==> config.mk <==
export PLATFORM = sky130hd
export DESIGN_NAME = uart_csr_bridge
export DESIGN_NICKNAME = d
export VERILOG_FILES = /design/src/rtl/uart_csr_bridge.sv
export SDC_FILE = /design/constraint.sdc
export NUM_CORES = 1
export LEC_CHECK = 0
export CORE_MARGIN = 2
export CORE_UTILIZATION = 40
export DETAILED_ROUTE_END_ITERATION = 12
export PLACE_DENSITY = 0.7
export SYNTH_ARGS = -nofsm -noshare
export SYNTH_HDL_FRONTEND = slang
export SYNTH_SLANG_ARGS = --single-unit
==> constraint.sdc <==
create_clock -name sys_clk -period 3.2 [get_ports sys_clk]
set_input_delay 0.64 -clock sys_clk [delete_from_list [all_inputs] [get_ports sys_clk]]
set_output_delay 0.64 -clock sys_clk [all_outputs]
set_load 0.02 [all_outputs]
==> src/rtl/uart_csr_bridge.sv <==
// UART-to-CSR bridge: decodes 8N1 read/write command frames into CSR bus
// accesses and answers with a status byte or four bytes of read data.
module uart_csr_bridge #(
  parameter int unsigned BIT_CYCLES   = 16,
  parameter int unsigned TIMEOUT_BITS = 32
) (
  input  logic        sys_clk,
  input  logic        sys_rst,
  input  logic        uart_rx,
  output logic        uart_tx,
  output logic [13:0] csr_a,
  output logic        csr_we,
  output logic [31:0] csr_di,
  input  logic [31:0] csr_do,
  output logic        busy,
  output logic        frame_err
);
  localparam int unsigned HALF = BIT_CYCLES / 2;
  localparam int unsigned TMO  = TIMEOUT_BITS * BIT_CYCLES;
  localparam int unsigned CW   = $clog2(BIT_CYCLES + 1);
  localparam int unsigned TW   = $clog2(TMO + 1);

  typedef enum logic [2:0] {IDLE, ADDR, DATA, CSR_WR, CSR_RD, RD_CAP, RESP} state_e;

  state_e        state_q, state_d;
  logic          rx_s1_q, rx_s2_q, rx_prev_q;
  logic          rx_active_q;
  logic [CW-1:0] rx_cnt_q;
  logic [3:0]    rx_bit_q;
  logic [7:0]    rx_shift_q;
  logic          tx_active_q, uart_tx_q;
  logic [CW-1:0] tx_cnt_q;
  logic [3:0]    tx_bit_q;
  logic [7:0]    tx_shift_q;
  logic [23:0]   tx_more_q;
  logic [1:0]    tx_rem_q;
  logic [1:0]    byte_cnt_q;
  logic          is_wr_q;
  logic [13:0]   addr_sh_q, csr_a_q;
  logic [23:0]   data_sh_q;
  logic [31:0]   csr_di_q;
  logic [TW-1:0] tmo_q;

  logic rx_fall, rx_smp, rx_stop, rx_valid, rx_ferr;
  logic tx_bit_end, tx_done, tmo_hit, is_op;
  logic        tx_load;
  logic [7:0]  tx_byte;
  logic [23:0] tx_more;
  logic [1:0]  tx_more_n;

  assign rx_fall    = rx_prev_q & ~rx_s2_q;
  assign rx_smp     = rx_active_q &&
                      (rx_cnt_q == ((rx_bit_q == 4'd0) ? CW'(HALF) : CW'(BIT_CYCLES)));
  assign rx_stop    = rx_smp && (rx_bit_q == 4'd9);
  assign rx_valid   = rx_stop & rx_s2_q;
  assign rx_ferr    = rx_stop & ~rx_s2_q;
  assign tx_bit_end = tx_active_q && (tx_cnt_q == CW'(BIT_CYCLES - 1));
  assign tx_done    = tx_bit_end && (tx_bit_q == 4'd9) && (tx_rem_q == 2'd0);
  assign tmo_hit    = (tmo_q == TW'(TMO));
  assign is_op      = (rx_shift_q == 8'h57) || (rx_shift_q == 8'h52);

  assign uart_tx   = uart_tx_q;
  assign csr_a     = csr_a_q;
  assign csr_di    = csr_di_q;
  assign frame_err = rx_ferr;

  // Two-flop synchronizer plus previous-sample register for edge detection
  always_ff @(posedge sys_clk or negedge sys_rst) begin
    if (!sys_rst) begin
      rx_s1_q   <= 1'b1;
      rx_s2_q   <= 1'b1;
      rx_prev_q <= 1'b1;
    end else begin
      rx_s1_q   <= uart_rx;
      rx_s2_q   <= rx_s1_q;
      rx_prev_q <= rx_s2_q;
    end
  end

  // RX engine: start validation at half-bit, then one sample per bit time
  always_ff @(posedge sys_clk or negedge sys_rst) begin
    if (!sys_rst) begin
      rx_active_q <= 1'b0;
      rx_cnt_q    <= '0;
      rx_bit_q    <= '0;
      rx_shift_q  <= '0;
    end else if (!rx_active_q) begin
      if (rx_fall) begin
        rx_active_q <= 1'b1;
        rx_cnt_q    <= CW'(1);
        rx_bit_q    <= '0;
      end
    end else if (rx_smp) begin
      rx_cnt_q <= CW'(1);
      if (rx_bit_q == 4'd0) begin
        if (rx_s2_q) rx_active_q <= 1'b0;
        else         rx_bit_q    <= 4'd1;
      end else if (rx_bit_q == 4'd9) begin
        rx_active_q <= 1'b0;
      end else begin
        rx_shift_q <= {rx_s2_q, rx_shift_q[7:1]};
        rx_bit_q   <= rx_bit_q + 4'd1;
      end
    end else begin
      rx_cnt_q <= rx_cnt_q + CW'(1);
    end
  end

  // TX engine: shifts out the loaded byte, then chains any queued bytes back-to-back
  always_ff @(posedge sys_clk or negedge sys_rst) begin
    if (!sys_rst) begin
      tx_active_q <= 1'b0;
      uart_tx_q   <= 1'b1;
      tx_cnt_q    <= '0;
      tx_bit_q    <= '0;
      tx_shift_q  <= '0;
      tx_more_q   <= '0;
      tx_rem_q    <= '0;
    end else if (tx_load) begin
      tx_active_q <= 1'b1;
      uart_tx_q   <= 1'b0;
      tx_cnt_q    <= '0;
      tx_bit_q    <= '0;
      tx_shift_q  <= tx_byte;
      tx_more_q   <= tx_more;
      tx_rem_q    <= tx_more_n;
    end else if (tx_active_q) begin
      if (!tx_bit_end) begin
        tx_cnt_q <= tx_cnt_q + CW'(1);
      end else begin
        tx_cnt_q <= '0;
        if (tx_bit_q == 4'd9) begin
          if (tx_rem_q != 2'd0) begin
            uart_tx_q  <= 1'b0;
            tx_bit_q   <= '0;
            tx_shift_q <= tx_more_q[23:16];
            tx_more_q  <= {tx_more_q[15:0], 8'h00};
            tx_rem_q   <= tx_rem_q - 2'd1;
          end else begin
            tx_active_q <= 1'b0;
          end
        end else begin
          tx_bit_q <= tx_bit_q + 4'd1;
          if (tx_bit_q == 4'd8) begin
            uart_tx_q <= 1'b1;
          end else begin
            uart_tx_q  <= tx_shift_q[0];
            tx_shift_q <= {1'b0, tx_shift_q[7:1]};
          end
        end
      end
    end
  end

  // FSM state register
  always_ff @(posedge sys_clk or negedge sys_rst) begin
    if (!sys_rst) state_q <= IDLE;
    else          state_q <= state_d;
  end

  // FSM next-state logic
  always_comb begin
    state_d = state_q;
    case (state_q)
      IDLE:   if (rx_ferr || rx_valid) state_d = (rx_valid && is_op) ? ADDR : RESP;
      ADDR: begin
        if (rx_ferr)                             state_d = RESP;
        else if (tmo_hit)                        state_d = IDLE;
        else if (rx_valid && byte_cnt_q == 2'd1) state_d = is_wr_q ? DATA : CSR_RD;
      end
      DATA: begin
        if (rx_ferr)                             state_d = RESP;
        else if (tmo_hit)                        state_d = IDLE;
        else if (rx_valid && byte_cnt_q == 2'd3) state_d = CSR_WR;
      end
      CSR_WR: state_d = RESP;
      CSR_RD: state_d = RD_CAP;
      RD_CAP: state_d = RESP;
      RESP:   if (tx_done) state_d = IDLE;
      default: state_d = IDLE;
    endcase
  end

  // FSM outputs: CSR strobe, busy flag and response loads into the TX engine
  always_comb begin
    csr_we    = (state_q == CSR_WR);
    busy      = (state_q != IDLE);
    tx_load   = 1'b0;
    tx_byte   = '0;
    tx_more   = '0;
    tx_more_n = '0;
    case (state_q)
      IDLE: begin
        if (rx_ferr) begin
          tx_load = 1'b1;
          tx_byte = 8'h45;
        end else if (rx_valid && !is_op) begin
          tx_load = 1'b1;
          tx_byte = 8'h3F;
        end
      end
      ADDR, DATA: begin
        if (rx_ferr) begin
          tx_load = 1'b1;
          tx_byte = 8'h45;
        end
      end
      CSR_WR: begin
        tx_load = 1'b1;
        tx_byte = 8'h4B;
      end
      RD_CAP: begin
        tx_load   = 1'b1;
        tx_byte   = csr_do[31:24];
        tx_more   = csr_do[23:0];
        tx_more_n = 2'd3;
      end
      default: ;
    endcase
  end

  // Command field collection; CSR address/data only update when an access is issued
  always_ff @(posedge sys_clk or negedge sys_rst) begin
    if (!sys_rst) begin
      byte_cnt_q <= '0;
      is_wr_q    <= 1'b0;
      addr_sh_q  <= '0;
      data_sh_q  <= '0;
      csr_a_q    <= '0;
      csr_di_q   <= '0;
      tmo_q      <= '0;
    end else begin
      if (state_q == IDLE)
        byte_cnt_q <= '0;
      else if (rx_valid && (state_q == ADDR || state_q == DATA))
        byte_cnt_q <= (state_d != state_q) ? 2'd0 : byte_cnt_q + 2'd1;
      if (state_q == IDLE && rx_valid) is_wr_q <= (rx_shift_q == 8'h57);
      if (state_q == ADDR && rx_valid) addr_sh_q <= {addr_sh_q[5:0], rx_shift_q};
      if (state_q == DATA && rx_valid) data_sh_q <= {data_sh_q[15:0], rx_shift_q};
      if (state_q == ADDR && state_d == CSR_RD) csr_a_q <= {addr_sh_q[5:0], rx_shift_q};
      if (state_q == DATA && state_d == CSR_WR) begin
        csr_a_q  <= addr_sh_q;
        csr_di_q <= {data_sh_q, rx_shift_q};
      end
      if ((state_q == ADDR || state_q == DATA) && !rx_active_q && !rx_fall)
        tmo_q <= tmo_q + TW'(1);
      else
        tmo_q <= '0;
    end
  end

endmodule

After elaboration in Yosys (flattened, before gate mapping)
Cells that the tools add are included.
Storage, ports and cells
  word-level logic and storage cells: 179
  input port bits: 35
  output and inout bits: 50
  register bits after elaboration: 166
Cells by class
  $add $sub $neg: 7
  equality and inequality tests: 24
  reductions and logical operators: 42
  bitwise logic cells: 6
  muxes and demuxes: 78
Operator list (number)
  two-way mux 24 bit: 6
  two-way mux 8 bit: 6
  two-way mux 4 bit: 11
  two-way mux 5 bit: 7
  case mux 8 bit (4 select lines): 1
  two-way mux 3 bit: 10
  two-way mux 14 bit: 2
  two-way mux 1 bit: 20
  two-way mux 2 bit: 9
  case mux 3 bit (6 select lines): 1
  logical AND 1 bit: 17
  equality test 8 x 7 -> 1 bit (second input constant): 2
  AND reduction 4 bit: 4
  nonzero test 2 bit: 8
  two-way mux 7 bit: 2
  equality test 3 bit (second input constant): 4
  equality test 4 bit (second input constant): 3
  adder 10 x 1 -> 10 bit (second input constant): 1
  adder 5 x 1 -> 5 bit (second input constant): 2
  equality test 10 bit (second input constant): 1
  two-way mux 10 bit: 1
  equality test 3 x 2 -> 1 bit (second input constant): 3
  inequality test 3 bit (second input constant): 3
  adder 4 x 1 -> 4 bit (second input constant): 2
  other kinds (22): 31

Logic depth before layout (Yosys ltp)
Gate-level depths: netlist (run 1).
  word-level depth: 15
  gate-level depth with buffers: 10
  depth with buffers taken out: 8

Worst setup path before layout (run 1)
No wires, ideal clock.
  path type: reg2reg
  from: reg rx_cnt_q[0]
  to: reg byte_cnt_q[0]
  clock period less this slack: 2614 ps
  cell stages (with the launch flop): 11
  buffers on the path: 2
  library setup time: 130 ps
  arrival: 2484 ps
  path slack: 586 ps
  data required time: 3070 ps
  cells stage by stage: dfrtp_1 > inv_1 > ha_1 > nand4bb_1 > or4_1 > buf_2 > or4b_4 > buf_6 > and3_4 > o311ai_2 > o31ai_1
Between the ends
  word-level cells in the longest chain between the ends: 13
  elaborated cells between the ends (all ways): 24
  classes of those cells: 2 x eq/ne; 12 x mux; 2 x bitwise; 8 x reduce/logical
RTL lines
  from (decl): line 28  | logic [CW-1:0] rx_cnt_q;
  from (signal assigned): line 105  | rx_cnt_q <= rx_cnt_q + CW'(1);
  equality test 5 bit *: line 53  | (rx_cnt_q == ((rx_bit_q == 4'd0) ? CW'(HALF) : CW'(BIT_CYCLES)));
  logical AND 1 bit *: line 52  | assign rx_smp = rx_active_q &&
  logical AND 1 bit *: line 54  | assign rx_stop = rx_smp && (rx_bit_q == 4'd9);
  bitwise AND 1 bit: line 55  | assign rx_valid = rx_stop & rx_s2_q;
  logical AND 1 bit (on tied branches): line 174, 169
  two-way mux 3 bit (on tied branches): line 174, 169
  two-way mux 3 bit (on tied branches): line 173, 168
  two-way mux 3 bit (on tied branches): line 172, 167
  case mux 3 bit (6 select lines): line 164  | case (state_q)
  inequality test 3 bit: line 236  | byte_cnt_q <= (state_d != state_q) ? 2'd0 : byte_cnt_q + 2'd1;
  two-way mux 2 bit: line 236
  two-way mux 2 bit: line 235  | else if (rx_valid && (state_q == ADDR || state_q == DATA))
  two-way mux 2 bit: line 233  | if (state_q == IDLE)
  to (signal assigned): line 236
  to (decl): line 37  | logic [1:0] byte_cnt_q;
Mark *: on every way between the ends. The rest lies on a longest branch, timed or not. The select of a mux whose other input is x is not followed.
A chain may end at the register's enable or synchronous reset.

Worst setup path in the final report (run 1)
  from: reg rx_cnt_q[0]
  to: out frame_err
Between the ends
  word-level cells in the longest chain between the ends: 4
RTL lines
  equality test 5 bit: line 53
  logical AND 1 bit: line 52
  logical AND 1 bit: line 54
  bitwise AND 1 bit: line 56  | assign rx_ferr = rx_stop & ~rx_s2_q;
  to (decl): line 16  | output logic frame_err
No other way between the ends.

==> reports/qor.txt, run 1 <==
clock network fraction of total power: 0.446
synthesized area per cell: 11.7 um^2
# DRC: 0
first-pass GRT wire length: 26.4 mm
status: completed
initial antenna violation count: 0
Worst Path Required: 2.56 ns
Post-synth EDFFs: 0
Slew HR: 0.528
Post-Syn Area: 7550 um^2
Setup TNS: 0 ns
crit-path max FO: 7
core area: 18600 um^2
CP Class: flip-flop to primary output
Critical Path AT: 2.35 ns
sequential share of power: 0.481
Synth area leader: dfrtp_1
fill count: 1654
Area Overhead vs Synth: 23.2%
worst min path class: input port to asynchronous set/reset pin
CTS sink cnt: 166
peak supply drop: 0.360 mV
Final Cycle Share: 0.935
layout cells sized above 1: 0.197
Synth Instances: 647
Vias: 5220
setup bufs post-CTS: 0
Worst Skew: 0.00993 ns
Core Util, Final: 0.499
Max Fclk: 334 MHz
drt pass-1 iters: 5
Post-synth ARST share: 1.00
Die H: 141 um
WL final: 15.9 mm
Crit. End Element: primary output
Final setup viols: 0
CP Cell Sequence: inv_1, ha_1, nand4bb_1, nor3_2, clkdlybuf4s50_1
Site Rows: 50
cts bufs inserted: 17
top cells by area, synth: dfrtp_1, mux2_2, mux2i_1
Final GP Congestion: 0.854
final antenna-violating net count: 0
Synth warnings: 0
Power Density: 499 nW/um^2
P_int: 0.00353 W
post-synth cell types: 59
Synth Register Bits: 166
ys flop type: dfrtp_1
GRT Util Overall: 0.166
Buffers on Ports: 84
combinational share of power: 0.072
Net Sw Frac: 0.240
CTS tree: done
DP HPWL: 10.5 mm
DR WL/cell: 16.2 um
Design Power: 0.00464 W
Crit path largest cell delay: 0.68 ns
leakage power: 4.20 nW
post-synthesis sequential area ratio: 0.551
Worst-path clk slew: 0.06 ns
PnR worst setup slack: 0.209 ns
Final #Nets: 779
clk buf depth: 2
worst-margin pin slew: 0.708 ns
H-tree Lvls: 4
DR iter-0 viols: 280
Die X: 141 um
die area: 20000 um^2
syn_nets: 693
number of diodes: 0
top cells by count, synth: dfrtp_1, mux2_2, nand2_1
startpoint type of the worst setup path: flip-flop
Worst-Skew Late Latency: 0.42 ns
grt ovf: 0
dpl ws: 0.302 ns
area fraction of the dominant cell type after synthesis: 0.537
IO Count: 85
largest net degree at the start of global routing: 77
Psw: 0.00111 W
Root Driver: clkbuf_16
via density per instance: 5.33
Final Hold Viols: 0
minimum clock period: 2.99 ns
Initial Util: 0.405
max-slew violations: 0
slowest CP cell: clkdlybuf4s50_1
number of global-route vias before repair: 5209
count leader, synth: dfrtp_1
Max Cap Violations: 0
RSZ-0062 raised after global routing: no
[final timing paths]
kind,from,cells after the start,slack (ns),endpoint
worst min-delay path,sys_rst,1,0.23,tx_bit_q[3]
min in group sys_clk,rx_s1_q,0,0.36,rx_s2_q
max in group asynchronous,sys_rst,2,2.16,tx_more_q[9]
worst min register to register,rx_s1_q,0,0.36,rx_s2_q
worst max register to register,rx_bit_q[0],7,0.29,rx_shift_q[4]
worst max-delay path,rx_cnt_q[0],5,0.21,frame_err
[per-stage QoR]
stage / std cells / hold slack (ns) / cell area (um^2)
6_report: 980 / 0.226 / 9300
5_1_grt: 980 / 0.286 / 9300
4_1_cts: 980 / 0.261 / 9300
3_5_place_dp: 948 / 0.353 / 8700
3_3_place_gp: 948 / 0.354 / 8700
2_1_floorplan: 647 / 0.344 / 7550
[logic make-up after synthesis]
family / Yosys count / share of synthesized area
flops: 166 / 0.551
fa+ha+maj: 11 / 0.0182
compound gates: 114 / 0.103
mux: 116 / 0.167
xor+xnor: 13 / 0.0151
buf+inv: 51 / 0.0291
simple gates: 176 / 0.118
[state kept, by name (all words and copies together), names as in the netlist]
register     flops
addr_sh_q       14
byte_cnt_q       2
csr_a           14
csr_di          32
data_sh_q       24
is_wr_q          1
rx_active_q      1
rx_bit_q         4
rx_cnt_q         5
rx_prev_q        1
rx_s1_q          1
rx_s2_q          1
rx_shift_q       8
state_q          3
tmo_q           10
tx_active_q      1
tx_bit_q         4
tx_cnt_q         5
tx_more_q       24
tx_rem_q         2
tx_shift_q       8
uart_tx          1
[cell type report]
class                   count  area (um^2)  area share
clock buffers              21          460      0.0495
clock inverters            11          139      0.0149
inverters                  18         67.6     0.00726
multi-input cells         430         3200       0.344
flip-flops and latches    166         4160       0.447
well taps                 234          293      0.0315
repair buffers            100          987       0.106
[repair_timing]
action	4_1_cts	5_1_grt
endpoints found under the setup margin	0	1
hold buffers	0	0
gates resized for setup	0	1
[layer usage]
| metal | vias up | track usage | part of all wire |
|---|---|---|---|
| met5 | - | 0 | 0 |
| met4 | 0 | 0.0489 | 0.016 |
| met3 | 19 | 0.0584 | 0.078 |
| met2 | 144 | 0.260 | 0.46 |
| met1 | 2551 | 0.220 | 0.45 |
| li1 | 2506 | - | - |
[critical path: cells and delay by family (launching register included)]
kind / cells / cell delay, ns
flip-flops: 1 / 0.40
adder cells (fa/ha/maj): 1 / 0.18
buffers and inverters: 2 / 0.78
AND/OR/NAND/NOR: 2 / 0.57
[cells in the final DEF (no fill, tap or decap), types with 5 or more instances in the layout]
cell,Yosys,routed
o21ai_1,10,10
or3_1,5,5
nor2_1,38,37
a21oi_1,18,18
xnor2_1,7,7
ha_1,11,11
mux2i_1,36,36
o31ai_1,22,22
clkbuf_16,0,17
nand2_1,60,60
nor3_1,11,8
inv_1,17,17
buf_4,0,14
nand3_1,16,16
clkdlybuf4s50_1,0,83
and3_1,9,9
nand4_1,5,5
a22o_1,9,9
xor2_1,6,6
dfrtp_1,162,162
mux2_2,80,80
o21ai_0,25,25
[power by group through the flow]
stage,sequential [W],clock [W],combinational (W)
3_3_place_gp,0.00227,0,0.000329
5_1_grt,0.00224,0.00223,0.000383
2_1_floorplan,0.00224,0,0.000209
3_5_place_dp,0.00227,0,0.000339
4_1_cts,0.00223,0.00213,0.000342
6_report,0.00223,0.00207,0.000336
No activity file was read; power rests on OpenSTA's default activity.
==> run 2: changes to the inputs <==
Settings changed: CTS_BUF_LIST set to sky130_fd_sc_hd__clkbuf_16, SETUP_SLACK_MARGIN set to 0.1.
==> run 2 against run 1 <==
Compared with the run above:
- clock power down 2%
- total power down 1.1%
- register-to-register slack about the same
- first-iteration DRC count down 2.5%
- die area unchanged
- final cell count up 0.10%
==> reports/qor.txt, run 2 (synthesis results as in run 1) <==
status: completed
H-tree Lvls: 4
largest delay contributor family on the critical path: simple AND/OR/NAND/NOR gates
drt pass-1 iters: 5
Max Fclk: 344 MHz
first-pass GRT wire length: 26.5 mm
Final setup viols: 0
CP Cell Sequence: inv_1, ha_1, or3b_2, mux2_2, o31ai_2, and3_1, mux2_2
Critical Path AT: 3.22 ns
Die H: 141 um
WL final: 16.0 mm
peak supply drop: 0.358 mV
layout cells sized above 1: 0.195
met1 GRT Util: 0.219
max reg flops: 32
fill count: 1655
cts bufs inserted: 17
Root Driver: clkbuf_16
# DRC: 0
Die X: 141 um
leakage power: 4.22 nW
CTS tree: done
worst-margin pin slew: 0.708 ns
RSZ-0062 raised after global routing: no
most frequent cells in the layout: dfrtp_1, clkdlybuf4s50_1, mux2_2
commonest non-fill, non-tap cell in the layout: dfrtp_1
Slew HR: 0.528
DR iter-0 viols: 273
GRT Util Overall: 0.166
initial antenna violation count: 0
worst min path class: input port to asynchronous set/reset pin
dpl ws: 0.302 ns
Critical Path Most Common Cell: mux2_2
Worst R2R Setup Slack: 0.29 ns
die area: 20000 um^2
startpoint type of the worst setup path: flip-flop
Final #Nets: 780
core area: 18600 um^2
DP HPWL: 10.5 mm
grt ovf: 0
Final Cycle Share: 0.909
Worst Path Required: 3.51 ns
Setup TNS: 0 ns
final antenna-violating net count: 0
slowest CP cell: and3_1
reg2reg end: rx_shift_q[4]
Worst Skew: 0.0110 ns
Site Rows: 50
minimum clock period: 2.91 ns
Final Hold Viols: 0
IO Count: 85
global route hottest layer: met2
number of diodes: 0
Power Density: 493 nW/um^2
Max Cap Violations: 0
CP Class: flip-flop to flip-flop
Vias: 5261
Worst-Skew Late Latency: 0.42 ns
Crit path largest cell delay: 0.49 ns
Buffers on Ports: 84
largest net degree at the start of global routing: 77
Crit. End Element: flip-flop
Worst-path clk slew: 0.06 ns
GR Util met2: 0.261
Final GP Congestion: 0.854
PnR worst setup slack: 0.292 ns
max-slew violations: 0
worst r2r src: rx_bit_q[0]
R2R depth: 7
Initial Util: 0.405
via density per instance: 5.36
CTS sink cnt: 166
Area Overhead vs Synth: 23.0%
number of global-route vias before repair: 5209
GRT met3 Usage: 0.0584
crit-path max FO: 10
DR WL/cell: 16.3 um
clk buf depth: 2
hold_buf cts: 0
Critical path buffers and inverters: 1
-- run 2: cell count changes in the layout (fill, tap and decap cells not counted) --
cell,change
clkbuf_8,-2
inv_1,+2
buf_4,+1
clkinv_1,+2
clkdlybuf4s50_1,-1
dlymetal6s2s_1,+1
clkbuf_1,-2
-- run 2: timing repair --
action	CTS	global route
setup buffers	0	1
pin swaps	0	1
setup endpoints to repair	1	1
gates resized for setup	1	1
-- run 2: layout make-up --
type                       count  area (um^2)  share of cell area
clock buffer                  17          425              0.0458
tap                          234          293              0.0315
timing repair buffer         101          997               0.107
inverter                      18         67.6             0.00727
sequential                   166         4160               0.447
clock inverter                15          154              0.0166
multi-input combinational    430         3200               0.344
-- run 2: routing by layer --
metal	vias to the layer above	part of all wire
met1	2566	0.45
met3	19	0.078
met4	0	0.015
met2	162	0.46
li1	2514	-
met5	-	0
-- run 2: worst max path at each step --
| stage | startpoint | endpoint | slack, ns | cells after the start |
|---|---|---|---|---|
| 5_1_grt | rx_bit_q[0] | rx_shift_q[0] | 0.11 | 7 |
| 3_3_place_gp | rx_bit_q[0] | rx_shift_q[6] | 0.35 | 7 |
| 4_1_cts | rx_cnt_q[0] | frame_err | 0.14 | 5 |
| 2_1_floorplan | rx_cnt_q[0] | byte_cnt_q[0] | 0.59 | 10 |
| 6_report | rx_bit_q[0] | rx_shift_q[4] | 0.29 | 7 |
| 3_5_place_dp | rx_bit_q[0] | rx_shift_q[4] | 0.30 | 7 |
-- run 2: power breakdown --
group	internal [W]	switching [W]	total (W)
combinational	0.000158	0.000178	0.000336
sequential	0.00216	0.0000743	0.00223
clock	0.00116	0.000862	0.00202
total	0.00347	0.00111	0.00459
-- run 2: stage by stage --
stage / cells / utilization / cell area [um^2] / power, W / hold slack, ns
final: 981 / 0.499 / 9290 / 0.00459 / 0.224
after global routing: 981 / 0.499 / 9290 / 0.00479 / 0.286
after CTS: 980 / 0.498 / 9280 / 0.00464 / 0.261
after detailed placement: 948 / 0.467 / 8700 / 0.00261 / 0.353
after global placement: 948 / 0.467 / 8700 / 0.00259 / 0.354
after floorplan: 647 / - / 7550 / 0.00245 / 0.344
-- run 2: worst register-to-register path, cell delays in order (launching register included) --
cell	delay (ns)
dfrtp_1	0.41
inv_1	0.11
ha_1	0.16
or3b_2	0.47
mux2_2	0.35
o31ai_2	0.41
and3_1	0.49
mux2_2	0.39
==> run 3: changes to the inputs <==
Settings changed: GPL_TIMING_DRIVEN set to 0.
==> run 3 against run 2 <==
Compared with the run above:
- flip-flop and latch count stayed put
- first-iteration DRC count is 25% higher
- global-route usage is 0.79 points higher
- register-to-register slack worse by 0.02 ns
- critical path depth is 2 lower
- routed wire length is 4.7% higher
- die area stayed put
- combinational power is 6.8% higher
- total power is 0.96% higher
- sequential share of layout area is 0.27 points lower
- maximum frequency is 2.3% lower
- largest cell class unchanged
==> reports/qor.txt, run 3 (synthesis results as in run 1) <==
Worst Path Required: 2.56 ns
Vias: 5334
H-tree Lvls: 4
Initial Util: 0.405
worst hold margin: 0.173 ns
Worst-path clk slew: 0.07 ns
reg2reg end: byte_cnt_q[1]
Crit. End Element: primary output
leakage power: 4.22 nW
Site Rows: 50
number of diodes: 0
DR WL/cell: 16.7 um
Core Util, Final: 0.502
max reg flops: 32
CTS sink cnt: 166
Power Density: 495 nW/um^2
Max Fclk: 336 MHz
worst min path class: input port to asynchronous set/reset pin
grt ovf: 0
commonest non-fill, non-tap cell in the layout: dfrtp_1
Final Hold Viols: 0
Buffers on Ports: 84
Root Driver: clkbuf_16
die area: 20000 um^2
Die X: 141 um
Slew HR: 0.272
Area Overhead vs Synth: 23.8%
largest net degree at the start of global routing: 94
Worst R2R Setup Slack: 0.27 ns
R2R depth: 10
Critical Path AT: 2.34 ns
peak supply drop: 0.330 mV
DP HPWL: 11.4 mm
GRT met3 Usage: 0.0557
drt pass-1 iters: 5
DR iter-0 viols: 341
Die H: 141 um
max-slew violations: 0
placed cell areas: 8720 um^2
Final GP Congestion: 0.859
GR Util met2: 0.273
met1 GRT Util: 0.235
Max Cap Violations: 0
clk buf depth: 2
IO Count: 85
first-pass GRT wire length: 27.6 mm
GRT Util Overall: 0.174
# DRC: 0
crit-path max FO: 5
number of global-route vias before repair: 5295
RSZ-0062 raised after global routing: yes
most frequent cells in the layout: dfrtp_1, clkdlybuf4s50_1, mux2_2
cts bufs inserted: 17
hold_buf cts: 0
via density per instance: 5.34
fin area: 9350 um^2
global route hottest layer: met2
initial antenna violation count: 0
Final #Nets: 797
Worst-Skew Late Latency: 0.43 ns
worst-margin pin slew: 1.08 ns
Final Cycle Share: 0.931
status: completed
WL final: 16.7 mm
layout cells sized above 1: 0.190
worst r2r src: rx_bit_q[1]
final antenna-violating net count: 0
core area: 18600 um^2
CP Class: flip-flop to primary output
minimum clock period: 2.98 ns
startpoint type of the worst setup path: flip-flop
Worst Skew: 0.0105 ns
CTS tree: done
Final setup viols: 0
-- run 3: cell count changes in the layout (fill, tap and decap cells not counted), moves of 3 or more --
cell | previous run | this run
buf_4 | 15 | 0
clkbuf_1 | 0 | 17
nor3_2 | 3 | 0
buf_2 | 0 | 8
buf_1 | 0 | 4
-- run 3: cell type report --
cell class / count / area, um^2
Clock buffer: 17 / 425
Inverter: 18 / 68.8
Fill cell: 1658 / 9290
Tap cell: 234 / 293
Multi-Input combinational cell: 430 / 3210
Timing Repair Buffer: 85 / 873
Clock inverter: 15 / 164
Buffer: 33 / 155
Sequential cell: 166 / 4160
-- run 3: power breakdown --
group          internal, W  total, W  switching [W]
clock network      0.00111   0.00204       0.000933
registers          0.00216   0.00223      0.0000744
logic             0.000171  0.000359       0.000188
total              0.00343   0.00463        0.00120
-- run 3: through the flow --
stage	std cells	worst slack [ns]	total power [W]	setup TNS, ns
2_1_floorplan	647	0.586	0.00245	0
3_3_place_gp	965	-5.44	0.00260	-893.14
3_5_place_dp	966	0.00679	0.00261	0
4_1_cts	998	0.0278	0.00465	0
5_1_grt	998	0.0893	0.00482	0
6_report	998	0.222	0.00463	0
-- run 3: metal layers --
layer / routed length [um] / vias to the layer above
li1: - / 2550
met1: 7710 / 2637
met2: 7810 / 136
met3: 1040 / 11
met4: 147 / 0
met5: 0 / -
-- run 3: what timing repair did --
action	CTS	global route
gates cloned	0	0
endpoints found under the setup margin	4	20
gates resized for setup	4	8
buffers inserted	0	0
-- run 3: worst max-delay path by stage --
stage           startpoint       endpoint  slack, ns  cells after the start
6_report       rx_bit_q[1]      frame_err       0.22                      5
5_1_grt        rx_bit_q[1]      frame_err       0.09                      5
4_1_cts        rx_cnt_q[0]      frame_err       0.03                      5
3_5_place_dp   rx_cnt_q[0]     csr_di[30]      0.007                      8
3_3_place_gp       sys_rst  addr_sh_q[13]      -5.44                      1
2_1_floorplan  rx_cnt_q[0]  byte_cnt_q[0]       0.59                     10
-- run 3: critical path, stage by stage (launching register included) --
cell and delay [ns]:
dfrtp_1 0.39, inv_1 0.10, ha_1 0.19, nand4b_1 0.29, nor3_4 0.30, clkdlybuf4s50_1 0.65
